### src/rtl/cpu_sequencer_if.sv
// cpu_sequencer_if: handshake/control bundle between the instruction-side
// environment (memory, IR, multiplier, datapath) and the sequencer.
//   START/STOP      - run control into the sequencer
//   MEM_READY/MEM_RD- instruction memory handshake
//   OP_CODE/FUNCT   - IR fields classified in DECODE
//   MUL_DONE/START  - multiplier handshake
//   IR_LD/PC_INC/HAB- datapath strobes and control-decoder enable
//   BUSY/ILLEGAL/INSTR_CNT - status
// Modports: master = environment side, slave = sequencer side.
interface cpu_sequencer_if #(
    parameter int CNT_W = 16
);
    logic             START;
    logic             STOP;
    logic             MEM_READY;
    logic [5:0]       OP_CODE;
    logic [5:0]       FUNCT;
    logic             MUL_DONE;
    logic             MEM_RD;
    logic             IR_LD;
    logic             PC_INC;
    logic             HAB;
    logic             MUL_START;
    logic             BUSY;
    logic             ILLEGAL;
    logic [CNT_W-1:0] INSTR_CNT;

    modport master (
        output START, STOP, MEM_READY, OP_CODE, FUNCT, MUL_DONE,
        input  MEM_RD, IR_LD, PC_INC, HAB, MUL_START, BUSY, ILLEGAL, INSTR_CNT
    );

    modport slave (
        input  START, STOP, MEM_READY, OP_CODE, FUNCT, MUL_DONE,
        output MEM_RD, IR_LD, PC_INC, HAB, MUL_START, BUSY, ILLEGAL, INSTR_CNT
    );
endinterface

### src/rtl/cpu_sequencer.sv
// cpu_sequencer: multi-cycle instruction sequencer.
// Walks each instruction through FETCH -> DECODE -> EXEC (or MUL_WAIT -> WB)
// and gates the control decoder via HAB so control bits only reach the
// datapath in EXEC/WB. Illegal encodings and multiplier timeouts park the
// machine in TRAP until reset.
// Ports:
//   CLK   - rising-edge clock
//   RST_N - synchronous active-low reset
//   bus   - cpu_sequencer_if.slave (run control, memory/IR/multiplier
//           handshakes, datapath strobes, status)
module cpu_sequencer #(
    parameter int MUL_TIMEOUT = 15,
    parameter int CNT_W       = 16
) (
    input  logic            CLK,
    input  logic            RST_N,
    cpu_sequencer_if.slave  bus
);
    localparam int MW_W = $clog2(MUL_TIMEOUT + 1);
    localparam logic [MW_W-1:0] MW_MAX = '1;

    typedef enum logic [2:0] {
        S_IDLE, S_FETCH, S_DECODE, S_EXEC, S_MUL_WAIT, S_WB, S_TRAP
    } state_e;

    typedef enum logic [1:0] {C_ALU, C_MUL, C_NOP, C_BAD} cls_e;

    state_e           state_q, state_d;
    logic [MW_W-1:0]  mw_cnt_q, mw_cnt_d;
    logic [CNT_W-1:0] instr_cnt_q;
    logic             mem_rd_q, hab_q, busy_q, illegal_q;
    logic             ir_ld, pc_inc, mul_start, retire;
    cls_e             cls;

    // Instruction class from the IR fields; only meaningful in DECODE.
    always_comb begin
        cls = C_BAD;
        case (bus.OP_CODE)
            6'b000000: begin
                case (bus.FUNCT)
                    6'b100000, 6'b100010: cls = C_ALU;
                    6'b011000:            cls = C_MUL;
                    6'b000000:            cls = C_NOP;
                    default:              cls = C_BAD;
                endcase
            end
            6'b001000: cls = C_ALU;
            6'b011100: cls = (bus.FUNCT == 6'b000010) ? C_MUL : C_BAD;
            default:   cls = C_BAD;
        endcase
    end

    // Next state plus the transition pulses (IR_LD, PC_INC, MUL_START),
    // which must coincide with the cycle that makes the transition.
    always_comb begin
        state_d   = state_q;
        mw_cnt_d  = mw_cnt_q;
        ir_ld     = 1'b0;
        mul_start = 1'b0;
        retire    = 1'b0;
        case (state_q)
            S_IDLE: if (bus.START && !bus.STOP) state_d = S_FETCH;
            S_FETCH: begin
                if (bus.MEM_READY) begin
                    ir_ld   = 1'b1;
                    state_d = S_DECODE;
                end
            end
            S_DECODE: begin
                case (cls)
                    C_ALU: state_d = S_EXEC;
                    C_MUL: begin
                        mul_start = 1'b1;
                        mw_cnt_d  = '0;
                        state_d   = S_MUL_WAIT;
                    end
                    C_NOP:   retire  = 1'b1;
                    default: state_d = S_TRAP;
                endcase
            end
            S_EXEC, S_WB: retire = 1'b1;
            S_MUL_WAIT: begin
                if (mw_cnt_q != MW_MAX) mw_cnt_d = mw_cnt_q + MW_W'(1);
                // A result arriving on the timeout cycle still completes.
                if (bus.MUL_DONE)                          state_d = S_WB;
                else if (mw_cnt_d == MW_W'(MUL_TIMEOUT))   state_d = S_TRAP;
            end
            S_TRAP:  state_d = S_TRAP;
            default: state_d = S_IDLE;
        endcase
        // Instruction boundary: STOP diverts to IDLE after retirement.
        if (retire) state_d = bus.STOP ? S_IDLE : S_FETCH;
        pc_inc = retire;
    end

    // Level outputs are registered from the next state so they line up
    // with the state they describe.
    always_ff @(posedge CLK) begin
        if (!RST_N) begin
            state_q     <= S_IDLE;
            mw_cnt_q    <= '0;
            instr_cnt_q <= '0;
            mem_rd_q    <= 1'b0;
            hab_q       <= 1'b0;
            busy_q      <= 1'b0;
            illegal_q   <= 1'b0;
        end else begin
            state_q   <= state_d;
            mw_cnt_q  <= mw_cnt_d;
            if (retire) instr_cnt_q <= instr_cnt_q + CNT_W'(1);
            mem_rd_q  <= (state_d == S_FETCH);
            hab_q     <= (state_d == S_EXEC) || (state_d == S_WB);
            busy_q    <= (state_d != S_IDLE) && (state_d != S_TRAP);
            illegal_q <= (state_d == S_TRAP);
        end
    end

    assign bus.MEM_RD    = mem_rd_q;
    assign bus.IR_LD     = ir_ld;
    assign bus.PC_INC    = pc_inc;
    assign bus.HAB       = hab_q;
    assign bus.MUL_START = mul_start;
    assign bus.BUSY      = busy_q;
    assign bus.ILLEGAL   = illegal_q;
    assign bus.INSTR_CNT = instr_cnt_q;
endmodule

### src/flat_wrapper.sv
// flat-port wrapper written by rule: the top's interface ports become plain ports
module cpu_sequencer_flat 
#(
    parameter int MUL_TIMEOUT = 15,
    parameter int CNT_W       = 16
)
  (CLK, RST_N, bus_START, bus_STOP, bus_MEM_READY, bus_OP_CODE, bus_FUNCT, bus_MUL_DONE, bus_MEM_RD, bus_IR_LD, bus_PC_INC, bus_HAB, bus_MUL_START, bus_BUSY, bus_ILLEGAL, bus_INSTR_CNT);
  cpu_sequencer_if #(.CNT_W(CNT_W)) bus_i ();
  input  logic CLK;
  input  logic RST_N;
  input wire logic [$bits(bus_i.START)-1:0] bus_START;
  input wire logic [$bits(bus_i.STOP)-1:0] bus_STOP;
  input wire logic [$bits(bus_i.MEM_READY)-1:0] bus_MEM_READY;
  input wire logic [$bits(bus_i.OP_CODE)-1:0] bus_OP_CODE;
  input wire logic [$bits(bus_i.FUNCT)-1:0] bus_FUNCT;
  input wire logic [$bits(bus_i.MUL_DONE)-1:0] bus_MUL_DONE;
  output wire logic [$bits(bus_i.MEM_RD)-1:0] bus_MEM_RD;
  output wire logic [$bits(bus_i.IR_LD)-1:0] bus_IR_LD;
  output wire logic [$bits(bus_i.PC_INC)-1:0] bus_PC_INC;
  output wire logic [$bits(bus_i.HAB)-1:0] bus_HAB;
  output wire logic [$bits(bus_i.MUL_START)-1:0] bus_MUL_START;
  output wire logic [$bits(bus_i.BUSY)-1:0] bus_BUSY;
  output wire logic [$bits(bus_i.ILLEGAL)-1:0] bus_ILLEGAL;
  output wire logic [$bits(bus_i.INSTR_CNT)-1:0] bus_INSTR_CNT;
  assign bus_i.START = bus_START;
  assign bus_i.STOP = bus_STOP;
  assign bus_i.MEM_READY = bus_MEM_READY;
  assign bus_i.OP_CODE = bus_OP_CODE;
  assign bus_i.FUNCT = bus_FUNCT;
  assign bus_i.MUL_DONE = bus_MUL_DONE;
  assign bus_MEM_RD = bus_i.MEM_RD;
  assign bus_IR_LD = bus_i.IR_LD;
  assign bus_PC_INC = bus_i.PC_INC;
  assign bus_HAB = bus_i.HAB;
  assign bus_MUL_START = bus_i.MUL_START;
  assign bus_BUSY = bus_i.BUSY;
  assign bus_ILLEGAL = bus_i.ILLEGAL;
  assign bus_INSTR_CNT = bus_i.INSTR_CNT;
  cpu_sequencer #(.MUL_TIMEOUT(MUL_TIMEOUT), .CNT_W(CNT_W)) u_core (.CLK(CLK), .RST_N(RST_N), .bus(bus_i));
endmodule
### config.mk
export PLATFORM = sky130hd
export DESIGN_NAME = cpu_sequencer_flat
export DESIGN_NICKNAME = d
export VERILOG_FILES = /design/src/rtl/cpu_sequencer_if.sv /design/src/rtl/cpu_sequencer.sv /design/src/flat_wrapper.sv
export SDC_FILE = /design/constraint.sdc
export NUM_CORES = 1
export LEC_CHECK = 0
export CORE_UTILIZATION = 48
export DETAILED_ROUTE_END_ITERATION = 7
export GPL_TIMING_DRIVEN = 0
export PLACE_DENSITY = 0.88
export REMOVE_ABC_BUFFERS = 1
export SYNTH_ARGS = -nofsm -noshare
export SYNTH_HDL_FRONTEND = slang
export SYNTH_SLANG_ARGS = --single-unit
### constraint.sdc
create_clock -name CLK -period 3.63 [get_ports CLK]
set_input_delay 0.726 -clock CLK [delete_from_list [all_inputs] [get_ports CLK]]
set_output_delay 0.726 -clock CLK [all_outputs]
set_load 0.05 [all_outputs]
Yosys cells after proc, flatten, opt, wreduce, memory -nomap -nowiden
Cells that the tools add are included.
{"block": "totals", "input_bits": 18, "ff_bits": 27, "elab_cells": 65}
{"block": "classes", "add_sub_neg": 2, "eq_ne": 22, "n_reduce_logical": 13, "mux": 21}
{"operator": "$pmux 3 s6", "count": 1}
{"operator": "$add 16x1->16 const B", "count": 1}
{"operator": "$eq 3x3->1 const B", "count": 5}
{"operator": "$mux 3", "count": 5}
{"operator": "$eq 6x5->1 const B", "count": 2}
{"operator": "$eq 6x6->1 const B", "count": 2}
{"operator": "$logic_not 6->1", "count": 2}
{"operator": "$mux 4", "count": 3}
{"operator": "$pmux 2 s3", "count": 2}
{"operator": "$eq 3x2->1 const B", "count": 3}
{"operator": "$pmux 3 s3", "count": 1}
{"operator": "$pmux 4 s2", "count": 1}
{"operator": "$eq 3x1->1 const B", "count": 2}
{"operator": "$eq 6x2->1 const B", "count": 1}
{"operator": "$eq 6x4->1 const B", "count": 1}
{"operator": "$mux 1", "count": 6}
{"operator": "$add 4x1->4 const B", "count": 1}
{"operator": "$eq 4x4->1 const B", "count": 1}
{"operator": "$ne 4x4->1 const B", "count": 1}
{"operator": "$reduce_or 2->1", "count": 2}
{"operator": "$logic_not 3->1", "count": 1}
{"operator": "$ne 3x3->1 const B", "count": 1}
{"operator": "$reduce_bool 3->1", "count": 1}
{"operator": "$eq 2x1->1 const B", "count": 1}
{"operator": "10 further kinds", "count": 11}

Logic depth before layout (Yosys ltp)
Gate-level depths: netlist of the first run.
{"block": "depth", "word_depth": 10, "ltp_mapped": 7, "depth_no_buf": 7}

Worst setup path before layout of the first run
Ideal clock, no wire load.
{"block": "synth_timing", "kind": "in2out", "start": "in bus_FUNCT[0]", "end": "out bus_PC_INC", "t_arrival_ps": 2483, "path_buffers": 0, "required_ps": 2904, "path_stages": 4, "path_slack_ps": 421, "cell_sequence": "or4_4 > or3_4 > a2111o_1 > nand2_1"}
{"block": "synth_via", "elab_chain_len": 7}
{"element": "from (decl)", "line": "flat_wrapper.sv:15", "source": "input wire logic [$bits(bus_i.FUNCT)-1:0] bus_FUNCT;"}
{"element": "$eq 6x6->1", "line": "cpu_sequencer.sv:40", "source": "case (bus.FUNCT)"}
{"element": "$reduce_or 2->1", "line": "cpu_sequencer.sv:40"}
{"element": "$pmux 2 s3", "line": "cpu_sequencer.sv:40"}
{"element": "$pmux 2 s3 (*)", "line": "cpu_sequencer.sv:38", "source": "case (bus.OP_CODE)"}
{"element": "$eq 2x2->1 (*)", "line": "cpu_sequencer.sv:70", "source": "case (cls)"}
{"element": "$mux 1 (*)", "line": "cpu_sequencer.sv:70"}
{"element": "$pmux 1 s2 (*)", "line": "cpu_sequencer.sv:61", "source": "case (state_q)"}
{"element": "to (decl)", "line": "flat_wrapper.sv:19", "source": "output wire logic [$bits(bus_i.PC_INC)-1:0] bus_PC_INC;"}
Every way passes the cells marked *; elsewhere a longest branch is shown, timed or not.

Worst setup path after layout of the first run
{"block": "layout_timing", "start": "in bus_FUNCT[3]", "end": "out bus_PC_INC"}
Same word-level chain as after synthesis.

==> results of run 1 <==
metal layers:
metal	vias up	track usage [%]	wire length, µm
met5	-	0	0
met1	744	27.40	1599
met4	0	7.483	56
li1	785	-	-
met3	6	5.055	111
met2	33	38.92	1685
stage by stage:
step,TNS (ns),hold WS (ns),utilization [%]
finish,0,0.4957,66.86
global route,0,0.5230,66.86
CTS,0,0.4907,66.49
detailed placement,-0.9712,0.4712,65.17
global placement,-0.9335,0.4731,65.17
floorplan,0,0.4713,-
layout by cell type (no fill, tap or decap), types with 3 or more instances in the layout:
master           synthesis  layout
clkdlybuf4s50_1          0      38
dfxtp_1                 27      27
nor2_1                  17      17
a21oi_1                 14      14
nand3_1                 11      11
nand2_1                 11      10
inv_1                    9       9
o21ai_0                  9       9
and3_1                   7       7
nor3_1                   7       7
nor2b_1                  5       5
or3_1                    4       4
nand2b_1                 4       4
a211oi_1                 4       4
o31ai_1                  4       4
or4_1                    4       4
xnor2_1                  4       4
nor4_1                   3       3
o211ai_1                 3       3
nand4_1                  3       3
xor2_1                   3       3
clkbuf_4                 0       3
timing repair:
item                       in CTS  in global routing
setup endpoints to repair       2                  1
pin swaps                       2                  2
resized for setup               9                  1
buffers inserted                1                  1
sequential cells by signal (all words and copies together), names as in the netlist:
register / cells
u_core.bus.HAB: 1
u_core.state_q: 3
u_core.bus.INSTR_CNT: 16
u_core.bus.ILLEGAL: 1
u_core.bus.BUSY: 1
u_core.mw_cnt_q: 4
u_core.bus.MEM_RD: 1
power by group:
| part | switching [mW] | internal, mW | total, mW |
|---|---|---|---|
| registers | 0.00726 | 0.304 | 0.311 |
| logic | 0.0524 | 0.0414 | 0.0938 |
| clock network | 0.0899 | 0.0423 | 0.132 |
| total | 0.150 | 0.387 | 0.537 |
cells by family after synthesis:
kind of cell               Yosys count
AOI/OAI and AO/OA                   46
xor gates and xnor gates             7
adders and majority gates            2
buffers and inverters               12
DFF                                 27
muxes                                3
and+or+nand+nor                     88
final cells by class:
class	instances	area share, %
well taps	44	2.719
repair buffers	42	20.70
inverters	9	1.669
clock buffers	3	1.112
multi-input cells	146	46.72
clock inverters	1	0.3708
flip-flops and latches	27	26.70
final timing paths:
| check | to | slack, ns |
|---|---|---|
| hold / removal | u_core.bus.INSTR_CNT[15] | 0.50 |
| setup / recovery | bus_PC_INC | 0.06 |
| hold reg to reg | u_core.bus.INSTR_CNT[15] | 0.50 |
| setup reg to reg | u_core.bus.MEM_RD | 1.39 |
worst min-delay path: cells and delay by family, from the launching register on:
kind | cells | cell delay (ns)
mux | 1 | 0.05
simple gates | 1 | 0.06
flops | 1 | 0.35
==> impl_metrics.json, run 1 <==
{
  "clock_latency_ns": 0.33,
  "grt_pass1_wl_um": 5982,
  "async_reset_ff_share_pct": 0,
  "path_delay_family": "simple AND/OR/NAND/NOR gates",
  "max_freq_ghz": 0.2798,
  "grt_pass1_vias": 1426,
  "design_power_total_mw": 0.5368,
  "initialDrtViolationCount": 36,
  "yosysUniqueCellTypes": 43,
  "place_congestion": 0.8131,
  "rsz0062_at_grt": "false",
  "diodes": 0,
  "path_cells": "clkdlybuf4s50_1 > or4_4 > or3_4 > a2111o_1 > nand2_2 > buf_8",
  "design_area_mm2": 0.002024,
  "die_h_um": 58.44,
  "yosysMostFrequentCell": "dfxtp_1",
  "min_period_ns": 3.574,
  "p_per_area_mw_per_mm2": 265.1,
  "setup_slack_ns": 0.05597,
  "initial_core_util_pct": 50.50,
  "crit_path_start": "bus_FUNCT[3]",
  "hpwl_um": 2679,
  "whs_path_depth": 2,
  "clkSlewWorstSetupHoldPaths_ns": 0.14,
  "dpl_cell_area_mm2": 0.001973,
  "synth-edff-count": 0,
  "grt-ovfl-total": 0,
  "criticalPathCategory": "in -> out",
  "cts_tree": "yes",
  "seqCellArea_um2": 540.5,
  "numPortBuffers": 40,
  "dpl.cell_count": 266,
  "yosysSeqAreaShare_pct": 35.35,
  "htree_levels": 1,
  "cts.sinks": 27,
  "crit_path_end_kind": "primary output",
  "antenna_found_initial": 0,
  "critPathRequiredTime_ns": 2.90,
  "synthXorXnorAreaFrac_pct": 4.010,
  "fillCellCount": 265,
  "cp_max_fo": 3,
  "vias": 1568,
  "r2r-start": "u_core.mw_cnt_q[0]",
  "synth_mux_area_share_pct": 2.782,
  "synth_ff_type": "dfxtp_1",
  "yosys.area_share.simple_pct": 31.91,
  "wl_per_cell_um": 12.69,
  "clock_path_buffers": 2,
  "drive_gt1_share_pct": 7.895,
  "synthCells": 185,
  "clock_skew_ns": 0.004822,
  "wirelength_um": 3452,
  "yosysTopAreaCellShare_pct": 35.35,
  "grt_max_degree": 21,
  "hold_violations": 0,
  "cp.depth": 6,
  "synth_top_family_by_area": "simple AND/OR/NAND/NOR gates",
  "tightest_slew_ns": 0.6399,
  "die_area_mm2": 0.003415,
  "synth_common_cells": "27 x dfxtp_1, 17 x nor2_1, 14 x a21oi_1, 11 x nand2_1, 11 x nand3_1",
  "holdBufCountCts": 0,
  "via_per_inst": 5.765,
  "min-delay-path-class": "reg -> reg",
  "avgSynthCellArea_um2": 8.265,
  "drc": 0,
  "ff2ff_path_depth": 6,
  "synth-compound-area-share_pct": 21.36,
  "status": "completed",
  "slew_violations": 0,
  "yosysWarnings": 0,
  "ys_seq_elements": 27,
  "area_growth_pct": 32.41,
  "slowest_delay_ns": 0.56,
  "cts-buffers-inserted": 3,
  "core-area_mm2": 0.003028,
  "rows": 20,
  "pre_cts_ws_ns": -0.6753,
  "io-pin-count": 41,
  "ant_nets": 0,
  "drt_first_pass_iters": 4,
  "die_x_um": 58.44,
  "cellLeakagePower_nw": 0.6770,
  "track_usage_pct": 22.41,
  "final-setup-viol-count": 0,
  "maxSlewHeadroom_pct": 56.89,
  "final_net_count": 249,
  "worst-endpoint-arrival_ns": 2.85,
  "ys_top_cells_by_area": "dfxtp_1 35%, a21oi_1 4.6%, nor2_1 4.2%, nand3_1 3.6%, o21ai_0 2.9%",
  "slowest_stage": "or4_4",
  "hold_start": "u_core.bus.INSTR_CNT[15]",
  "multi_input_area_um2": 945.9,
  "finalNonFillerCells": 272,
  "cp-start-kind": "primary input",
  "synth_area_mm2": 0.001529,
  "crit_buf_inv": 2,
  "yosys.area_share.adder_pct": 1.637,
  "cap_violations": 0,
  "fin_crit_sh_pct": 98.46,
  "yosysTopAreaCell": "dfxtp_1",
  "root_buffer": "clkbuf_4",
  "ir_drop_mv": 0.1752
}
No activity file was read; power rests on OpenSTA's default activity.
==> run 2: changes to the inputs <==
==> constraint.sdc (replaced) <==
create_clock -name CLK -period 3.5 [get_ports CLK]
set_input_delay 0.7 -clock CLK [delete_from_list [all_inputs] [get_ports CLK]]
set_output_delay 0.7 -clock CLK [all_outputs]
set_load 0.05 [all_outputs]
==> impl_metrics.json, run 2 (synthesized netlist as in run 1, its figures left out) <==
{
  "ff2ff_path_depth": 6,
  "p_per_area_mw_per_mm2": 272.8,
  "slowest_stage": "a2111o_1",
  "root_buffer": "clkbuf_4",
  "via_per_inst": 5.788,
  "mostFrequentLayoutCell": "clkdlybuf4s50_1",
  "area_growth_pct": 33.39,
  "cts.sinks": 27,
  "cp_max_fo": 3,
  "rows": 20,
  "wirelength_um": 3466,
  "clock_path_buffers": 2,
  "io-pin-count": 41,
  "r2r-start": "u_core.mw_cnt_q[0]",
  "diodes": 0,
  "initialDrtViolationCount": 29,
  "finalNonFillerCells": 273,
  "die_x_um": 58.44,
  "final_net_count": 250,
  "fin_crit_sh_pct": 97.87,
  "design_power_total_mw": 0.5564,
  "critPathRequiredTime_ns": 2.80,
  "cellLeakagePower_nw": 0.7083,
  "cts-buffers-inserted": 3,
  "drt_first_pass_iters": 4,
  "path_delay_family": "simple AND/OR/NAND/NOR gates",
  "htree_levels": 1,
  "die_h_um": 58.44,
  "switchingPower_mw": 0.1552,
  "maxSlewHeadroom_pct": 57.55,
  "ant_nets": 0,
  "power_frac_seq_pct": 57.9,
  "slew_violations": 0,
  "core-area_mm2": 0.003028,
  "largest_reg_flops": 16,
  "clock_latency_ns": 0.33,
  "worst-endpoint-arrival_ns": 2.73,
  "cp-start-kind": "primary input",
  "min_period_ns": 3.425,
  "p_int_mw": 0.4012,
  "clock_skew_ns": 0.005377,
  "fillCellCount": 261,
  "antenna_found_initial": 0,
  "track_usage_pct": 22.41,
  "tightest_slew_ns": 0.6302,
  "grt_pass1_wl_um": 5982,
  "grt_pass1_vias": 1427,
  "clkSlewWorstSetupHoldPaths_ns": 0.14,
  "crit_path_start": "bus_FUNCT[0]",
  "vias": 1580,
  "cts_tree": "yes",
  "rsz0062_at_grt": "false",
  "min-delay-path-class": "reg -> reg",
  "grt_max_degree": 21,
  "initial_core_util_pct": 50.50,
  "cp.depth": 6,
  "die_area_mm2": 0.003415,
  "status": "completed",
  "endpoint": "bus_PC_INC",
  "cap_violations": 0,
  "drive_gt1_share_pct": 8.297,
  "slowest_delay_ns": 0.47,
  "final_cell_mix": "35 x clkdlybuf4s50_1, 27 x dfxtp_1, 17 x nor2_1",
  "wl_per_cell_um": 12.70,
  "hpwl_um": 2679,
  "dpl.cell_count": 266,
  "grt-ovfl-total": 0,
  "rr_endpoint": "u_core.bus.MEM_RD",
  "place_congestion": 0.8131,
  "numPortBuffers": 40,
  "final-setup-viol-count": 0,
  "drc": 0,
  "crit_buf_inv": 2,
  "holdBufCountCts": 0,
  "power_frac_comb_pct": 17.4,
  "criticalPathCategory": "in -> out",
  "swShare_pct": 27.89,
  "path_cells": "clkdlybuf4s50_1 > or4_4 > or3_4 > a2111o_1 > nand2_2 > buf_8",
  "power_frac_clock_pct": 24.6,
  "max_freq_ghz": 0.2919,
  "ir_drop_mv": 0.1815,
  "hold_violations": 0,
  "rrSetupSlack_ns": 1.26,
  "crit_path_end_kind": "primary output"
}
## run 2: cell count changes in the layout (fill, tap and decap cells not counted)
cell | before | now
buf_4 | 2 | 3
dlymetal6s2s_1 | 0 | 3
clkdlybuf4s50_1 | 38 | 35
## run 2: how the worst min path moves through the flow
stage / start / endpoint / slack [ns] / cells after the start
floorplan: u_core.mw_cnt_q[3] / u_core.mw_cnt_q[3] / 0.47 / 2
global placement: u_core.bus.INSTR_CNT[15] / u_core.bus.INSTR_CNT[15] / 0.47 / 2
detailed placement: u_core.bus.INSTR_CNT[15] / u_core.bus.INSTR_CNT[15] / 0.47 / 2
CTS: u_core.bus.INSTR_CNT[15] / u_core.bus.INSTR_CNT[15] / 0.49 / 2
global route: u_core.bus.INSTR_CNT[15] / u_core.bus.INSTR_CNT[15] / 0.52 / 2
finish: u_core.bus.INSTR_CNT[15] / u_core.bus.INSTR_CNT[15] / 0.49 / 2
## run 2: cell type report
type                       count  area (µm²)  area share, %
tap                           44       55.05          2.699
multi-input combinational    146       945.9          46.38
clock inverter                 1       7.507         0.3681
timing repair buffer          43       434.2          21.29
clock buffer                   3       22.52          1.104
sequential                    27       540.5          26.50
inverter                       9       33.78          1.656
## run 2: what timing repair did
item / 4_1_cts / 5_1_grt
endpoints found under the setup margin: 2 / 2
setup buffers: 1 / 2
resized for setup: 10 / 3
pin swaps: 3 / 3
## run 2: worst register-to-register path, stage by stage (launching register included)
cell and delay (ns):
dfxtp_1 0.39, ha_1 0.33, or4bb_1 0.48, a32o_1 0.27
a31oi_1 0.25, o21ai_0 0.23, nor3b_1 0.19
## run 2: stage by stage
| step | util [%] | cell area, µm² | setup WS (ns) | hold WS [ns] | setup TNS [ns] |
|---|---|---|---|---|---|
| floorplan | - | 1518 | 0.3427 | 0.4713 | 0 |
| global placement | 65.17 | 1973 | -0.7386 | 0.4731 | -1.093 |
| detailed placement | 65.17 | 1973 | -0.7534 | 0.4712 | -1.173 |
| CTS | 66.61 | 2017 | -0.04017 | 0.4907 | -0.04017 |
| global route | 67.36 | 2039 | 0.003087 | 0.5230 | 0 |
| finish | 67.36 | 2039 | 0.07460 | 0.4920 | 0 |
## run 2: power groups by stage
stage	registers (mW)	logic, mW	clock network [mW]
detailed placement	0.329	0.0964	0
CTS	0.322	0.0971	0.141
floorplan	0.342	0.0397	0
global placement	0.329	0.0942	0
finish	0.322	0.0970	0.137
global route	0.324	0.105	0.152
## run 2: per-layer routing
metal  part of all wire (%)  up-vias  GRT usage, %  routed length, µm
li1                       -      788             -                  -
met1                     46      752         27.40               1585
met2                     49       34         38.92               1700
met3                    3.5        6         5.055                123
met4                    1.6        0         7.483                 56
met5                      0        -             0                  0
